===== src/rtl/uart_pkg.sv =====
// Shared UART definitions: receive/transmit FSM encoding, frame width and parity helper.
package uart_pkg;

    localparam int DATA_BITS = 8;

    typedef enum logic [2:0] {
        ST_WAIT_IDLE = 3'd0,
        ST_IDLE      = 3'd1,
        ST_START     = 3'd2,
        ST_DATA      = 3'd3,
        ST_PARITY    = 3'd4,
        ST_STOP      = 3'd5
    } uart_state_e;

    function automatic logic parity_bit(input logic [DATA_BITS-1:0] bits, input logic odd);
        return (^bits) ^ odd;
    endfunction

endpackage


===== src/rtl/uart_rx_tick.sv =====
// Oversample tick divider for uart_rx: one-cycle tick every DIV clocks, restartable.
module uart_rx_tick #(
    parameter int DIV = 10
) (
    input  logic clock,
    input  logic reset,
    input  logic restart,
    output logic tick
);

    localparam int CW = $clog2(DIV) + 1;
    localparam logic [CW-1:0] LAST = CW'(DIV - 1);

    logic [CW-1:0] cnt_q, cnt_d;
    logic          tick_q, tick_d;

    // Divider next state; restart realigns the phase to the start-bit edge.
    always_comb begin
        if (restart) begin
            cnt_d  = {CW{1'b0}};
            tick_d = 1'b0;
        end else if (cnt_q == LAST) begin
            cnt_d  = {CW{1'b0}};
            tick_d = 1'b1;
        end else begin
            cnt_d  = cnt_q + CW'(1);
            tick_d = 1'b0;
        end
    end

    // Divider registers.
    always_ff @(posedge clock or posedge reset) begin
        if (reset) begin
            cnt_q  <= {CW{1'b0}};
            tick_q <= 1'b0;
        end else begin
            cnt_q  <= cnt_d;
            tick_q <= tick_d;
        end
    end

    assign tick = tick_q;

endmodule


===== src/rtl/uart_rx.sv =====
// UART receiver, 8 data bits LSB first, 1 stop bit, 16x oversampled, one-entry holding register.
// Define UART_RX_PARITY_EN for 8E1/8O1 reception with a parity_err port.
module uart_rx
    import uart_pkg::*;
#(
    parameter int IN_FREQ    = 50_000_000,
    parameter int BAUD       = 115_200,
    parameter int OVERSAMPLE = 16
`ifdef UART_RX_PARITY_EN
    , parameter bit PARITY_ODD = 1'b0
`endif
) (
    input  logic       clock,
    input  logic       reset,
    input  logic       rx,
    output logic [7:0] data,
    output logic       valid,
    input  logic       ready,
    output logic       frame_err,
    output logic       overrun,
    output logic       busy
`ifdef UART_RX_PARITY_EN
    , output logic     parity_err
`endif
);

    localparam int DIV = IN_FREQ / (BAUD * OVERSAMPLE);
    localparam int SW  = $clog2(OVERSAMPLE);
    localparam logic [SW-1:0] MID      = SW'(OVERSAMPLE / 2 - 1);
    localparam logic [SW-1:0] SAMP_TOP = SW'(OVERSAMPLE - 1);
    localparam logic [2:0]    LAST_BIT = 3'(DATA_BITS - 1);

    uart_state_e          state_q, state_d;
    logic                 rx_meta_q, rx_meta_d, rx_sync_q, rx_sync_d;
    logic [SW-1:0]        samp_q, samp_d;
    logic [2:0]           bit_idx_q, bit_idx_d;
    logic [DATA_BITS-1:0] shift_q, shift_d;
    logic [7:0]           data_q, data_d;
    logic                 valid_q, valid_d;
    logic                 frame_err_q, frame_err_d;
    logic                 overrun_q, overrun_d;
    logic                 busy_q, busy_d;
    logic                 rx_s, tick_s, restart_s, mid_s, stop_mid_s, good_s, par_fail_s;

    assign rx_s       = rx_sync_q;
    assign restart_s  = (state_q == ST_IDLE) && !rx_s;
    assign mid_s      = tick_s && (samp_q == MID);
    assign stop_mid_s = (state_q == ST_STOP) && mid_s;
    assign good_s     = stop_mid_s && rx_s && !par_fail_s;

    uart_rx_tick #(.DIV(DIV)) u_tick (
        .clock   (clock),
        .reset   (reset),
        .restart (restart_s),
        .tick    (tick_s)
    );

    // FSM state register.
    always_ff @(posedge clock or posedge reset) begin
        if (reset) begin
            state_q <= ST_WAIT_IDLE;
        end else begin
            state_q <= state_d;
        end
    end

    // FSM next state; a low stop bit may be a break, so wait for the line to idle again.
    always_comb begin
        state_d = state_q;
        case (state_q)
            ST_WAIT_IDLE: state_d = rx_s ? ST_IDLE : ST_WAIT_IDLE;
            ST_IDLE:      state_d = rx_s ? ST_IDLE : ST_START;
            ST_START:     state_d = mid_s ? (rx_s ? ST_IDLE : ST_DATA) : ST_START;
`ifdef UART_RX_PARITY_EN
            ST_DATA:      state_d = (mid_s && bit_idx_q == LAST_BIT) ? ST_PARITY : ST_DATA;
            ST_PARITY:    state_d = mid_s ? ST_STOP : ST_PARITY;
`else
            ST_DATA:      state_d = (mid_s && bit_idx_q == LAST_BIT) ? ST_STOP : ST_DATA;
`endif
            ST_STOP:      state_d = mid_s ? (rx_s ? ST_IDLE : ST_WAIT_IDLE) : ST_STOP;
            default:      state_d = ST_WAIT_IDLE;
        endcase
    end

    // FSM outputs and datapath next state.
    always_comb begin
        rx_meta_d = rx;
        rx_sync_d = rx_meta_q;
        if (restart_s) begin
            samp_d = {SW{1'b0}};
        end else if (tick_s) begin
            samp_d = (samp_q == SAMP_TOP) ? {SW{1'b0}} : samp_q + SW'(1);
        end else begin
            samp_d = samp_q;
        end
        if ((state_q == ST_START) && mid_s) begin
            bit_idx_d = 3'd0;
            shift_d   = shift_q;
        end else if ((state_q == ST_DATA) && mid_s) begin
            bit_idx_d = bit_idx_q + 3'd1;
            shift_d   = {rx_s, shift_q[DATA_BITS-1:1]};
        end else begin
            bit_idx_d = bit_idx_q;
            shift_d   = shift_q;
        end
        frame_err_d = stop_mid_s && !rx_s;
        overrun_d   = good_s && valid_q && !ready;
        if (good_s && (!valid_q || ready)) begin
            data_d  = shift_q;
            valid_d = 1'b1;
        end else if (valid_q && ready) begin
            data_d  = data_q;
            valid_d = 1'b0;
        end else begin
            data_d  = data_q;
            valid_d = valid_q;
        end
        busy_d = (state_d != ST_IDLE);
    end

    // Synchronizer, datapath and registered outputs; sync resets low so WAIT_IDLE must see a real high.
    always_ff @(posedge clock or posedge reset) begin
        if (reset) begin
            rx_meta_q   <= 1'b0;
            rx_sync_q   <= 1'b0;
            samp_q      <= {SW{1'b0}};
            bit_idx_q   <= 3'd0;
            shift_q     <= {DATA_BITS{1'b0}};
            data_q      <= 8'h00;
            valid_q     <= 1'b0;
            frame_err_q <= 1'b0;
            overrun_q   <= 1'b0;
            busy_q      <= 1'b1;
        end else begin
            rx_meta_q   <= rx_meta_d;
            rx_sync_q   <= rx_sync_d;
            samp_q      <= samp_d;
            bit_idx_q   <= bit_idx_d;
            shift_q     <= shift_d;
            data_q      <= data_d;
            valid_q     <= valid_d;
            frame_err_q <= frame_err_d;
            overrun_q   <= overrun_d;
            busy_q      <= busy_d;
        end
    end

`ifdef UART_RX_PARITY_EN
    logic par_bad_q, par_bad_d, parity_err_q, parity_err_d;

    // Parity verdict is held until the stop bit so a framing error can override it.
    always_comb begin
        if ((state_q == ST_START) && mid_s) begin
            par_bad_d = 1'b0;
        end else if ((state_q == ST_PARITY) && mid_s) begin
            par_bad_d = (rx_s != parity_bit(shift_q, PARITY_ODD));
        end else begin
            par_bad_d = par_bad_q;
        end
        parity_err_d = stop_mid_s && rx_s && par_bad_q;
    end

    // Parity registers.
    always_ff @(posedge clock or posedge reset) begin
        if (reset) begin
            par_bad_q    <= 1'b0;
            parity_err_q <= 1'b0;
        end else begin
            par_bad_q    <= par_bad_d;
            parity_err_q <= parity_err_d;
        end
    end

    assign par_fail_s = par_bad_q;
    assign parity_err = parity_err_q;
`else
    assign par_fail_s = 1'b0;
`endif

    assign data      = data_q;
    assign valid     = valid_q;
    assign frame_err = frame_err_q;
    assign overrun   = overrun_q;
    assign busy      = busy_q;

endmodule


===== config.mk =====
export PLATFORM = sky130hd
export DESIGN_NAME = uart_rx
export DESIGN_NICKNAME = d
export VERILOG_FILES = /design/src/rtl/uart_pkg.sv /design/src/rtl/uart_rx_tick.sv /design/src/rtl/uart_rx.sv
export SDC_FILE = /design/constraint.sdc
export NUM_CORES = 1
export LEC_CHECK = 0
export BUFFER_PORTS_ARGS = -buffer_cell sky130_fd_sc_hd__buf_2
export CORE_ASPECT_RATIO = 0.7
export CORE_UTILIZATION = 35
export CTS_BUF_LIST = sky130_fd_sc_hd__clkbuf_8 sky130_fd_sc_hd__clkbuf_16
export DETAILED_ROUTE_END_ITERATION = 6
export PLACE_DENSITY = 0.52
export SYNTH_ARGS = -nofsm -noshare
export SYNTH_HDL_FRONTEND = slang
export SYNTH_SLANG_ARGS = --single-unit

===== constraint.sdc =====
create_clock -name clock -period 2 [get_ports clock]
set_input_delay 0 -clock clock [delete_from_list [all_inputs] [get_ports clock]]
set_output_delay 0 -clock clock [all_outputs]
set_load 0.005 [all_outputs]

Word level (Yosys, flattened, before mapping). Cells that the tools add are included.

Add/sub/neg operators: 3. Eq/ne operators: 9. Muxes and demuxes: 18. Bitwise logic cells: 1. Reduce and logical (&&, ||, !) cells: 21.

Operator list (count): $pmux W3 S5 (1); $logic_and A1 B1 Y1 (12); $mux W3 (4); $mux W4 (3); $mux W6 (2); $add A6 B1 Y6 const B (1); $eq A3 B2 Y1 const B (2); $eq A3 B3 Y1 const B (2); $eq A6 B5 Y1 const B (1); $mux W2 (3); $reduce_bool A2 Y1 (3); $mux W1 (5); $add A4 B1 Y4 const B (1); $eq A4 B3 Y1 const B (1); $eq A4 B4 Y1 const B (1); $add A3 B1 Y3 const B (1); $eq A3 B1 Y1 const B (1); $logic_not A1 Y1 (3); $logic_not A3 Y1 (1); $ne A3 B1 Y1 const B (1); $reduce_and A2 Y1 (1); $logic_or A1 B1 Y1 (1); $not A1 Y1 (1).

Bits in registers: 39. Logic and storage cells: 65.

Depth between registers and ports, before layout.
Word-level depth: 6. Mapped depth: 5. Mapped depth without buffers: 5.

Cells and area by module. Synthesis repeated with hierarchy kept, for this count alone.

Cell total of the unflattened synthesis: 137. Area total of the unflattened synthesis: 1701.6 sq um.

By module, submodules not included: uart_rx (times used 1, cells each 109, area each 1388.8 sq um); uart_rx_tick (times used 1, cells each 28, area each 312.8 sq um).

Worst setup path before layout. OpenSTA, ideal clock, no wires.

Path type: reg2reg. Start: register samp_q[0]. End: register data_q[0], in the netlist data[0]. Setup time: 125 ps. Data arrival time: 1613 ps. Required time: 1875 ps. Slack: 262 ps. Cell stages (with the launch flop): 5. Path buffers: 0. Period minus slack after synthesis: 1738 ps. Cell sequence: dfrtp_1 > ha_1 > nand3b_1 > nor4b_4 > mux2_2.

Word-level cells in the longest chain between the ends: 5.

Ends and longest elaborated chain: start, declared (RTL line uart_rx.sv:35) `logic [SW-1:0] samp_q, samp_d;`; start signal, assigned (RTL line uart_rx.sv:126) `samp_q <= {SW{1'b0}};`; start signal, assigned (RTL line uart_rx.sv:137) `samp_q <= samp_d;`; $eq A4 B3 Y1 (RTL line uart_rx.sv:47) `assign mid_s = tick_s && (samp_q == MID);`; $logic_and A1 B1 Y1 (RTL line uart_rx.sv:47); $logic_and A1 B1 Y1 (RTL line uart_rx.sv:48) `assign stop_mid_s = (state_q == ST_STOP) && mid_s;`; $logic_and A1 B1 Y1 (RTL line uart_rx.sv:49) `assign good_s = stop_mid_s && rx_s && !par_fail_s;`; $logic_and A1 B1 Y1 (RTL line uart_rx.sv:108) `if (good_s && (!valid_q || ready)) begin`; end signal, assigned (RTL line uart_rx.sv:140) `data_q <= data_d;`; end, declared (RTL line uart_rx.sv:38) `logic [7:0] data_q, data_d;`.

No other way between the ends. A chain may end at the register's enable or synchronous reset.

Worst setup path after layout.
Start: register samp_q[0]. End: register data_q[6], in the netlist data[6].

Same word-level chain as after synthesis.

==> metrics <==
status=finished clean; port buffer count=15; Final TNS setup=0 ns; Hold Path Class=in2reg; worst vdd ir=0.353 mV; Seq/Total Area, Yosys=57.5%; Starting DRT DRC Count=57; Crit. End Element=register; Critical Path Source=samp_q[0]; GR Overflow Total=0; die width=85.3 microns; Clock Skews=0.00331 ns; post-synth cell types=32; Final Hold Vio Count=0; Routed WL=2.93 mm; Worst-Skew Late Latency=0.29 ns; Worst R2R Path Depth=5; antenna viol nets, final=0; Syn Nets=146; Post-Syn Area=0.00170 sq mm; routability congestion estimate=0.725; Setup Fix Bufs, Post-CTS=0; FF-to-FF Start=samp_q[0]; CTS tree=done; largest cells by area after synthesis=dfrtp_1 56%, mux2_2 11%, ha_1 3.7%; Least-Margin Pin Slew=0.486 ns; ant diodes=0; drt drc=0; Initial Util=37.8%; Final min period=1.80 ns; die area=0.00515 sq mm; worst path required time=2.18 ns; top cells by count, synth=38 x dfrtp_1, 16 x mux2_2, 9 x nor2_1; RSZ-0062 raised after global routing=false; layout overhead on the synthesized area=16.9%; vias in the first global route=1076; post_cts resized=0; RR Endpoint=data[6]; most common cell in the netlist=dfrtp_1; global-route wire length before repair=5.21 mm; prevailing post-synth register cell=dfrtp_1; via count=1098; synthesized flop and latch total=39; PD cells=968 mW/mm^2; Mapped Cells=137; final setup violation count=0; crit start category=register; H-tree depth=2; Cell Rows=20; r2r setup slk=0.20 ns; Tot GR Track Use=13.7%; Max FO, Critical Path=8; ys async rst share=100%; antenna violations before repair=0; Slew HR=67.6%; NumNets Final=171; FILL cells=440; core region area=0.00450 sq mm; CTS Buf Count=5; CP endpoint=data[6]; largest net degree at the start of global routing=40; final worst setup slack=0.198 ns; Avg WL per Cell=13.5 microns; Clock Tree Buf Depth=2; Worst Hold Launch=ready; MaxCap Viol Count=0; Yosys top cell by area=dfrtp_1; Post-Place Setup Slack=0.200 ns; Crit Path Category=reg2reg; root buffer selected by CTS=clkbuf_8; clock tree sinks=39; Post-DP HPWL=2.02 mm; Ys Warns=0; fmax=0.555 GHz; CTS Hold Buffers Added=2; Slew Viols, Final=0; # IOs=16; share of post-route cells with drive strength above 1=29.6%; vias per cell=5.06; LEAKAGE=0.962 nW; number of synthesized flops with an enable pin=0; clk slew on worst S/H paths=0.07 ns; WP data arrival=1.98 ns; Die Span Y=60.3 microns; share of the synthesized area in the top cell type=55.9%; first-pass detailed-route iteration total=4; syn avg cell area=12.4 sq um; final period utilization=90.1%
[critical path, stage by stage (launching register included)]
cell and delay [ns]:
dfrtp_1 0.40, ha_1 0.30, nand3b_1 0.17, nor4b_4 0.27, buf_4 0.20, mux2_2 0.34
[routing by layer]
metal,GRT usage (%),part of all wire (%),vias to the layer above
met1,19.1,52,544
li1,-,-,527
met3,4.14,4.2,6
met5,0,0,-
met2,19.7,42,21
met4,6.43,1.8,0
[final cells by class]
type | count | area [sq um] | area share [%]
multi-input cells | 89 | 684 | 34.4
inverters | 5 | 18.8 | 0.944
clock inverters | 2 | 37.5 | 1.89
clock buffers | 5 | 68.8 | 3.46
well taps | 55 | 68.8 | 3.46
flip-flops and latches | 39 | 977 | 49.2
repair buffers | 22 | 133 | 6.67
[kinds of logic after synthesis]
group | after synthesis | share of synthesized area, %
mux | 20 | 13.0
buf+inv | 9 | 2.28
compound gates | 16 | 5.52
fa+ha+maj | 5 | 3.68
simple gates | 44 | 16.0
xor+xnor | 4 | 2.06
flops | 39 | 57.5
[flip-flops by register name, indices dropped and copies added, names as in the netlist]
name	cells
rx_meta_q	1
busy	1
shift_q	8
data	8
valid	1
rx_s	1
bit_idx_q	3
u_tick.cnt_q	6
frame_err	1
u_tick.tick	1
overrun	1
samp_q	4
state_q	3
[worst min path at each step]
| stage | end | slack [ns] | cells after the start |
|---|---|---|---|
| final | overrun | 0.04 | 3 |
| after global routing | overrun | 0.05 | 3 |
| after CTS | overrun | 0.04 | 3 |
| after detailed placement | rx_meta_q | 0.11 | 1 |
| after global placement | rx_meta_q | 0.11 | 1 |
| after floorplan | rx_meta_q | 0.03 | 0 |
[stage by stage]
| stage | std cells | utilization, % | hold slack, ns | power (mW) | instance area [sq um] |
|---|---|---|---|---|---|
| global placement | 208 | 41.3 | 0.109 | 1.28 | 1860 |
| finish | 217 | 44.1 | 0.0383 | 1.93 | 1990 |
| detailed placement | 208 | 41.3 | 0.114 | 1.31 | 1860 |
| floorplan | 137 | - | 0.0314 | 1.24 | 1700 |
| CTS | 217 | 44.1 | 0.0396 | 1.96 | 1990 |
| global route | 217 | 44.1 | 0.0522 | 2.07 | 1990 |
[layout by cell type (no fill, tap or decap), types with 2 or more instances in the layout]
cell type / count
mux2i_1: 4
a21o_1: 2
ha_1: 5
nor2_1: 9
dfrtp_1: 38
nor2b_1: 2
nand3b_1: 4
buf_2: 15
inv_1: 5
dlygate4sd3_1: 2
a21oi_1: 7
mux2_2: 16
o21ai_0: 4
nand2_1: 6
xor2_1: 3
nand2b_1: 4
or3_1: 3
nand3_1: 5
nand4b_1: 3
clkbuf_8: 5
buf_4: 5
[where the power goes]
part,switching [mW],internal (mW)
sequential,0.118,0.889
combinational,0.139,0.145
clock,0.269,0.364
total,0.526,1.40
No activity file was read; power rests on OpenSTA's default activity.
